--- config.mk ---
export PLATFORM = sky130hd
export DESIGN_NAME = cuppa_trig_ctrl
export DESIGN_NICKNAME = d
export VERILOG_FILES = /design/src/rtl/cuppa_trig_ctrl.sv
export SDC_FILE = /design/constraint.sdc
export NUM_CORES = 1
export LEC_CHECK = 0
export CAP_MARGIN = 10
export CORE_MARGIN = 2
export CORE_UTILIZATION = 45
export CTS_BUF_LIST = sky130_fd_sc_hd__clkbuf_8
export DETAILED_ROUTE_END_ITERATION = 6
export HOLD_SLACK_MARGIN = 0.08
export PLACE_DENSITY = 0.78
export SYNTH_ARGS = -nofsm -noshare
export SYNTH_HDL_FRONTEND = slang
export SYNTH_SLANG_ARGS = --single-unit
--- constraint.sdc ---
create_clock -name clk -period 2.13 [get_ports clk]
set_input_delay 0.426 -clock clk [delete_from_list [all_inputs] [get_ports clk]]
set_output_delay 0.426 -clock clk [all_outputs]
set_load 0.01 [all_outputs]
--- src/rtl/cuppa_trig_ctrl.sv ---
// cuppa_trig_ctrl: trigger sequencer for one CUPPA digitizer channel.
// It detects threshold crossings on the ADC stream and rising edges on
// the external trigger. It issues one req/ack request per event, then
// waits out a holdoff period and keeps a count of accepted triggers.
module cuppa_trig_ctrl #(
  parameter int HOLDOFF_CYC = 16,
  parameter int CNT_W       = 16
) (
  input  logic             clk,
  input  logic             rst,
  input  logic [17:0]      trig_bundle,
  input  logic [11:0]      adc_data,
  input  logic             adc_valid,
  input  logic             ext_trig,
  output logic             trig_req,
  input  logic             trig_ack,
  output logic [1:0]       trig_src,
  output logic [CNT_W-1:0] trig_cnt,
  output logic             armed,
  output logic [2:0]       state_o
);

  // Last holdoff count value. A holdoff of zero still spends one cycle in HOLDOFF.
  localparam int HC_LAST = (HOLDOFF_CYC > 0) ? HOLDOFF_CYC - 1 : 0;
  localparam int HW      = (HC_LAST > 0) ? $clog2(HC_LAST + 1) : 1;

  typedef enum logic [2:0] {
    IDLE    = 3'd0,
    ARMED   = 3'd1,
    REQ     = 3'd2,
    HOLDOFF = 3'd3
  } state_t;

  state_t state, state_next;

  logic        trig_et, trig_gt, trig_lt, trig_run;
  logic [11:0] trig_thresh;
  logic        thresh_trig_en, ext_trig_en;

  logic [11:0] prev_sample;
  logic        prev_valid;
  logic        ext_prev;
  logic [HW-1:0] hold_cnt;
  logic        hold_done;

  logic        thresh_hit, ext_hit, any_hit;
  logic        enter_armed, accept, latch_src;

  assign trig_et        = trig_bundle[0];
  assign trig_gt        = trig_bundle[1];
  assign trig_lt        = trig_bundle[2];
  assign trig_run       = trig_bundle[3];
  assign trig_thresh    = trig_bundle[15:4];
  assign thresh_trig_en = trig_bundle[16];
  assign ext_trig_en    = trig_bundle[17];

  assign hold_done = (hold_cnt == HW'(HC_LAST));

  // Hit detection. Threshold modes need a valid previous sample so that
  // a stale value from before arming can never produce a false crossing.
  always_comb begin
    thresh_hit = 1'b0;
    if (adc_valid && thresh_trig_en && prev_valid) begin
      thresh_hit = (trig_et && (adc_data == trig_thresh)) ||
                   (trig_gt && (prev_sample <= trig_thresh) && (adc_data > trig_thresh)) ||
                   (trig_lt && (prev_sample >= trig_thresh) && (adc_data < trig_thresh));
    end
    ext_hit = ext_trig_en && ext_trig && !ext_prev;
    any_hit = thresh_hit || ext_hit;
  end

  // Next-state and outputs. Dropping run while ARMED wins over any hit.
  // A request that has already been raised stays up until it is acknowledged.
  always_comb begin
    state_next  = state;
    enter_armed = 1'b0;
    accept      = 1'b0;
    latch_src   = 1'b0;
    trig_req    = 1'b0;
    armed       = 1'b0;
    state_o     = state;
    case (state)
      IDLE: begin
        if (trig_run) begin
          state_next  = ARMED;
          enter_armed = 1'b1;
        end
      end
      ARMED: begin
        armed = 1'b1;
        if (!trig_run) begin
          state_next = IDLE;
        end else if (any_hit) begin
          state_next = REQ;
          latch_src  = 1'b1;
        end
      end
      REQ: begin
        trig_req = 1'b1;
        if (trig_ack) begin
          state_next = HOLDOFF;
          accept     = 1'b1;
        end
      end
      HOLDOFF: begin
        if (hold_done) begin
          state_next = trig_run ? ARMED : IDLE;
        end
      end
      default: state_next = IDLE;
    endcase
  end

  // State register.
  always_ff @(posedge clk) begin
    if (rst) begin
      state <= IDLE;
    end else begin
      state <= state_next;
    end
  end

  // Datapath: sample history, edge history, holdoff timer, source latch and event counter.
  always_ff @(posedge clk) begin
    if (rst) begin
      prev_sample <= '0;
      prev_valid  <= 1'b0;
      ext_prev    <= 1'b0;
      hold_cnt    <= '0;
      trig_src    <= 2'b00;
      trig_cnt    <= '0;
    end else begin
      ext_prev <= ext_trig;
      if (adc_valid) begin
        prev_sample <= adc_data;
      end
      if (enter_armed) begin
        prev_valid <= 1'b0;
      end else if (adc_valid) begin
        prev_valid <= 1'b1;
      end
      if (state == HOLDOFF) begin
        hold_cnt <= hold_cnt + HW'(1);
      end else begin
        hold_cnt <= '0;
      end
      if (latch_src) begin
        trig_src <= {ext_hit, thresh_hit};
      end
      if (accept) begin
        trig_cnt <= trig_cnt + CNT_W'(1);
      end
    end
  end

endmodule

==> results.txt, run 1 <==
- H-tree Lvls: 2
- Across all layers, the routed design uses 1930 vias.
- Number of hold violations in the final report: 0
- For the pin with the worst max-slew slack, the measured transition is 0.538 ns.
- During placement, the flow inserted port buffers numbering 56.
- In this run the horizontal extent of the chip is 73.4 microns.
* Vias in the first global route: 1784
- Maximum count of clock buffers along a single path: 2
- Yosys mapped the design onto 45 distinct sky130hd cell types.
- For hold timing, the worst endpoint is prev_sample[0].
* Final weighted congestion of routability-driven global placement: 0.828
* Relative contribution of the clock network to total power: 35.6%
- Share of power burned in registers: 45.2%
* Ys async rst share: 0%
- For this run, the register share of the synthesized area comes to 35.1%.
* Launch instance of the worst min-delay path: adc_data[0]
- Crit. path cell count: 9
* Die Height: 73.4 microns
- Startpoint class of the critical path: primary input
- Counting instances, the worst hold path has a depth of 3.
- Overall overflow remaining after global route: 0
* Gate power share: 19.2%
* Core footprint: 4690 sq um
* Largest net degree at the start of global routing: 17
- Initial DRT Pass Iterations: 4
* Initial core utilization: 46.2%
- Number of remaining DRC errors: 0
- Startpoint of the most critical setup path: trig_bundle[12]
* Root Driver: sky130_fd_sc_hd__clkbuf_8
- Maximum vdd ir drop: 0.283 mV
* Final critical-path share of the clock period: 95.8%
- Count of routing violations after the opening detailed-route iteration: 66
- Sinks on Clock Net: 38
- The first global-routing pass estimated 8130 microns of wire.
* Source-to-sink clock delay at the later pin of the worst-skew pair: 0.29 ns
- Total die area: 5390 sq um
- In this run the critical register-to-register path is launched from prev_sample[3].
* Post-Synthesis Cells: 247
- Synthesis-to-layout area growth: 46.2%
* Leak pwr: 1.35 nW
- Cell family with most CP delay: simple AND/OR/NAND/NOR gates
- The run finished with clean final reports.
* Total design power: 1.65 mW
* Final instance area: 3170 sq um
- Clock Skew: 0.00373 ns
* Average vias per placed instance: 5.22
- Number of synthesized register bits: 38
* Number of synthesized flops with an enable pin: 0
- CP Data Arrival Time: 2.20 ns
- Count of pins over their slew limit: 0
- Most frequently used cell type in the post-synthesis netlist: sky130_fd_sc_hd__nor2_1
- The largest individual stage delay along the critical path comes from the cell sky130_fd_sc_hd__nor4_2.
* Maximum fanout encountered on the critical timing path: 4
- 58 I/O pins were placed.
- Top-area cell type share of the netlist area: 35.1%
- In the final design database the tool counted 375 nets.
- By area the synthesized netlist is led by sky130_fd_sc_hd__dfxtp_1, sky130_fd_sc_hd__ha_1, sky130_fd_sc_hd__nor2_1.
* Required arrival time at the worst endpoint: 2.28 ns
- Cell accounting for the most synthesized area: sky130_fd_sc_hd__dfxtp_1
* Total nets after synthesis: 308
* Fillers: 375
* Std-Cell Rows: 25
- Leading post-synthesis cells by instance count: sky130_fd_sc_hd__nor2_1, sky130_fd_sc_hd__dfxtp_1, sky130_fd_sc_hd__ha_1
* Type of the worst setup path: primary input to flop
- Final routed wire length divided by cell count: 14.2 microns
- Flip-flop cell with the highest count after synthesis: sky130_fd_sc_hd__dfxtp_1
- Clock-pin slew was measured on the worst setup and hold paths at 0.07 ns.
- In this design, the stage delay of the slowest critical-path cell is 0.36 ns.
* Number of antenna violations at the first check in global routing: 1
* Final setup violating endpoints: 0
- The worst hold path belongs to the class primary input to flop.
* Worst slew slack as a fraction of its limit: 64.0%
* Post-layout minimum cycle time: 2.04 ns
- Worst path buffer plus inverter count: 2
* Worst slack on hold paths: 0.431 ns
* P per Cell Area: 521 nW/um^2
- Max_cap viols: 0
- Crit Reg-Reg Endpoint: trig_src[1]
- The detail route stage leaves a number of antenna-violating nets equal to 0.
- Cells with a size suffix above 1 make up 18.7% of the layout.
* Number of cells on the worst reg-to-reg path: 8
- For flop-to-flop paths, the worst setup slack is 0.18 ns.
- Peak clock frequency supported by timing: 0.490 GHz
- The internal power of the cells totals 1.24 mW.
- Averaged over all synthesized cells, the footprint is 8.77 sq um.
- CP Cell Sequence: dlygate4sd2_1 -> inv_2 -> ha_1 -> nand4_1 -> nor4_2 -> nand2_1 -> and4b_2 -> nor3_4 -> a211oi_2
- Setup TNS after final layout: 0 ns
- Hold repair after CTS inserted 0 buffers.
- After detailed placement, the total cell area comes to 2820 sq um.
- Counting the buffers created by CTS gives 5.
- Endpoint class of the critical path: flop
* Placed wire-length estimate after detailed placement: 3630 microns
- Cell area after synthesis: 2170 sq um
* Sw Share: 25.0%
- GRT Resource Usage Total: 19.7%
- TritonCTS clock tree: yes
- During synthesis, Yosys emitted a total of 0 warnings.
- Net Sw Power: 412 uW
- Final routed wirelength across all metal layers: 5250 microns
-- layout make-up --
class | instances | area (sq um) | share of cell area (%)
repair buffers | 68 | 646 | 20.4
clock inverters | 3 | 37.5 | 1.18
clock buffers | 5 | 68.8 | 2.17
well taps | 54 | 67.6 | 2.13
diodes | 1 | 2.50 | 0.0790
multi-input cells | 180 | 1510 | 47.6
inverters | 21 | 78.8 | 2.49
flip-flops and latches | 38 | 761 | 24.0
-- worst max-delay path by stage --
stage | slack (ns) | end
CTS | 0.009 | trig_src[1]
detailed placement | -0.52 | trig_src[1]
floorplan | 0.10 | trig_src[1]
global placement | -0.48 | trig_src[1]
finish | 0.09 | trig_src[1]
global route | -0.04 | trig_src[1]
-- routing by layer --
| metal | global-route usage [%] | share of wire (%) | vias to the layer above |
|---|---|---|---|
| met5 | 0 | 0 | - |
| met4 | 6.06 | 1.2 | 0 |
| met1 | 25.5 | 46 | 893 |
| met3 | 3.84 | 4.2 | 7 |
| li1 | - | - | 989 |
| met2 | 33.2 | 49 | 41 |
-- kinds of logic after synthesis --
| logic type | share of synthesized area, % |
|---|---|
| other | 0.173 |
| AOI/OAI and AO/OA | 9.82 |
| adders and majority gates | 15.0 |
| and+or+nand+nor | 22.2 |
| buffers and inverters | 5.60 |
| DFF | 35.1 |
| muxes | 6.00 |
| xor gates and xnor gates | 6.06 |
-- power groups by stage --
| stage | clock, mW | combinational [mW] | sequential, mW |
|---|---|---|---|
| after floorplan | 0 | 0.142 | 0.757 |
| after global placement | 0 | 0.253 | 0.759 |
| after detailed placement | 0 | 0.260 | 0.759 |
| after CTS | 0.602 | 0.299 | 0.746 |
| after global routing | 0.626 | 0.353 | 0.748 |
| final | 0.587 | 0.317 | 0.746 |
-- state kept, by name, summed over array words and instances, names as in the netlist --
register,count
state_o,2
prev_sample,12
trig_cnt,16
ext_prev,1
hold_cnt,4
trig_src,2
prev_valid,1
-- repair_timing --
item,CTS,global route
endpoints found under the setup margin,4,4
gates resized for setup,50,12
pin swaps,23,8
setup buffers,3,0
-- worst min-delay path: cells and delay by family --
family,cells,cell delay (ns)
and+or+nand+nor,1,0.07
muxes,1,0.08
buffers and inverters,1,0.11
-- cells in the final DEF, fill, tap and decap left out, types with 2 or more instances in the layout --
cell type,n
sky130_fd_sc_hd__and3_1,3
sky130_fd_sc_hd__a31oi_1,2
sky130_fd_sc_hd__a21o_1,2
sky130_fd_sc_hd__ha_1,12
sky130_fd_sc_hd__or3_1,2
sky130_fd_sc_hd__o21ai_1,3
sky130_fd_sc_hd__a21oi_2,2
sky130_fd_sc_hd__clkbuf_8,5
sky130_fd_sc_hd__nor2b_1,2
sky130_fd_sc_hd__a21oi_1,11
sky130_fd_sc_hd__nor3b_1,2
sky130_fd_sc_hd__mux2i_1,13
sky130_fd_sc_hd__inv_1,13
sky130_fd_sc_hd__inv_2,10
sky130_fd_sc_hd__nand3_2,4
sky130_fd_sc_hd__xnor2_1,5
sky130_fd_sc_hd__nand2_1,14
sky130_fd_sc_hd__ha_4,14
sky130_fd_sc_hd__clkdlybuf4s15_1,2
sky130_fd_sc_hd__clkdlybuf4s50_1,32
sky130_fd_sc_hd__dlymetal6s2s_1,6
sky130_fd_sc_hd__nor3_1,2
sky130_fd_sc_hd__o21ai_0,4
sky130_fd_sc_hd__nand3_1,6
sky130_fd_sc_hd__nand4_1,6
sky130_fd_sc_hd__o211ai_1,2
sky130_fd_sc_hd__xor2_1,10
sky130_fd_sc_hd__dfxtp_1,38
sky130_fd_sc_hd__dlygate4sd2_1,16
sky130_fd_sc_hd__buf_4,12
sky130_fd_sc_hd__a211oi_2,2
sky130_fd_sc_hd__nor2_1,39
-- metrics by stage --
step / util [%] / setup WS [ns] / cells
floorplan: - / 0.101 / 247
global placement: 60.1 / -0.480 / 358
detailed placement: 60.1 / -0.524 / 358
CTS: 66.5 / 0.00937 / 369
global route: 67.5 / -0.0378 / 370
finish: 67.5 / 0.0892 / 370
Note: power is estimated with default switching activity, not from simulation.
==> inputs of run 2 (changes only) <==
- GPL_ROUTABILITY_DRIVEN: default -> 0
==> results of run 2 <==
Same layout as run 1: the final DEF is identical, and so are final timing and power.
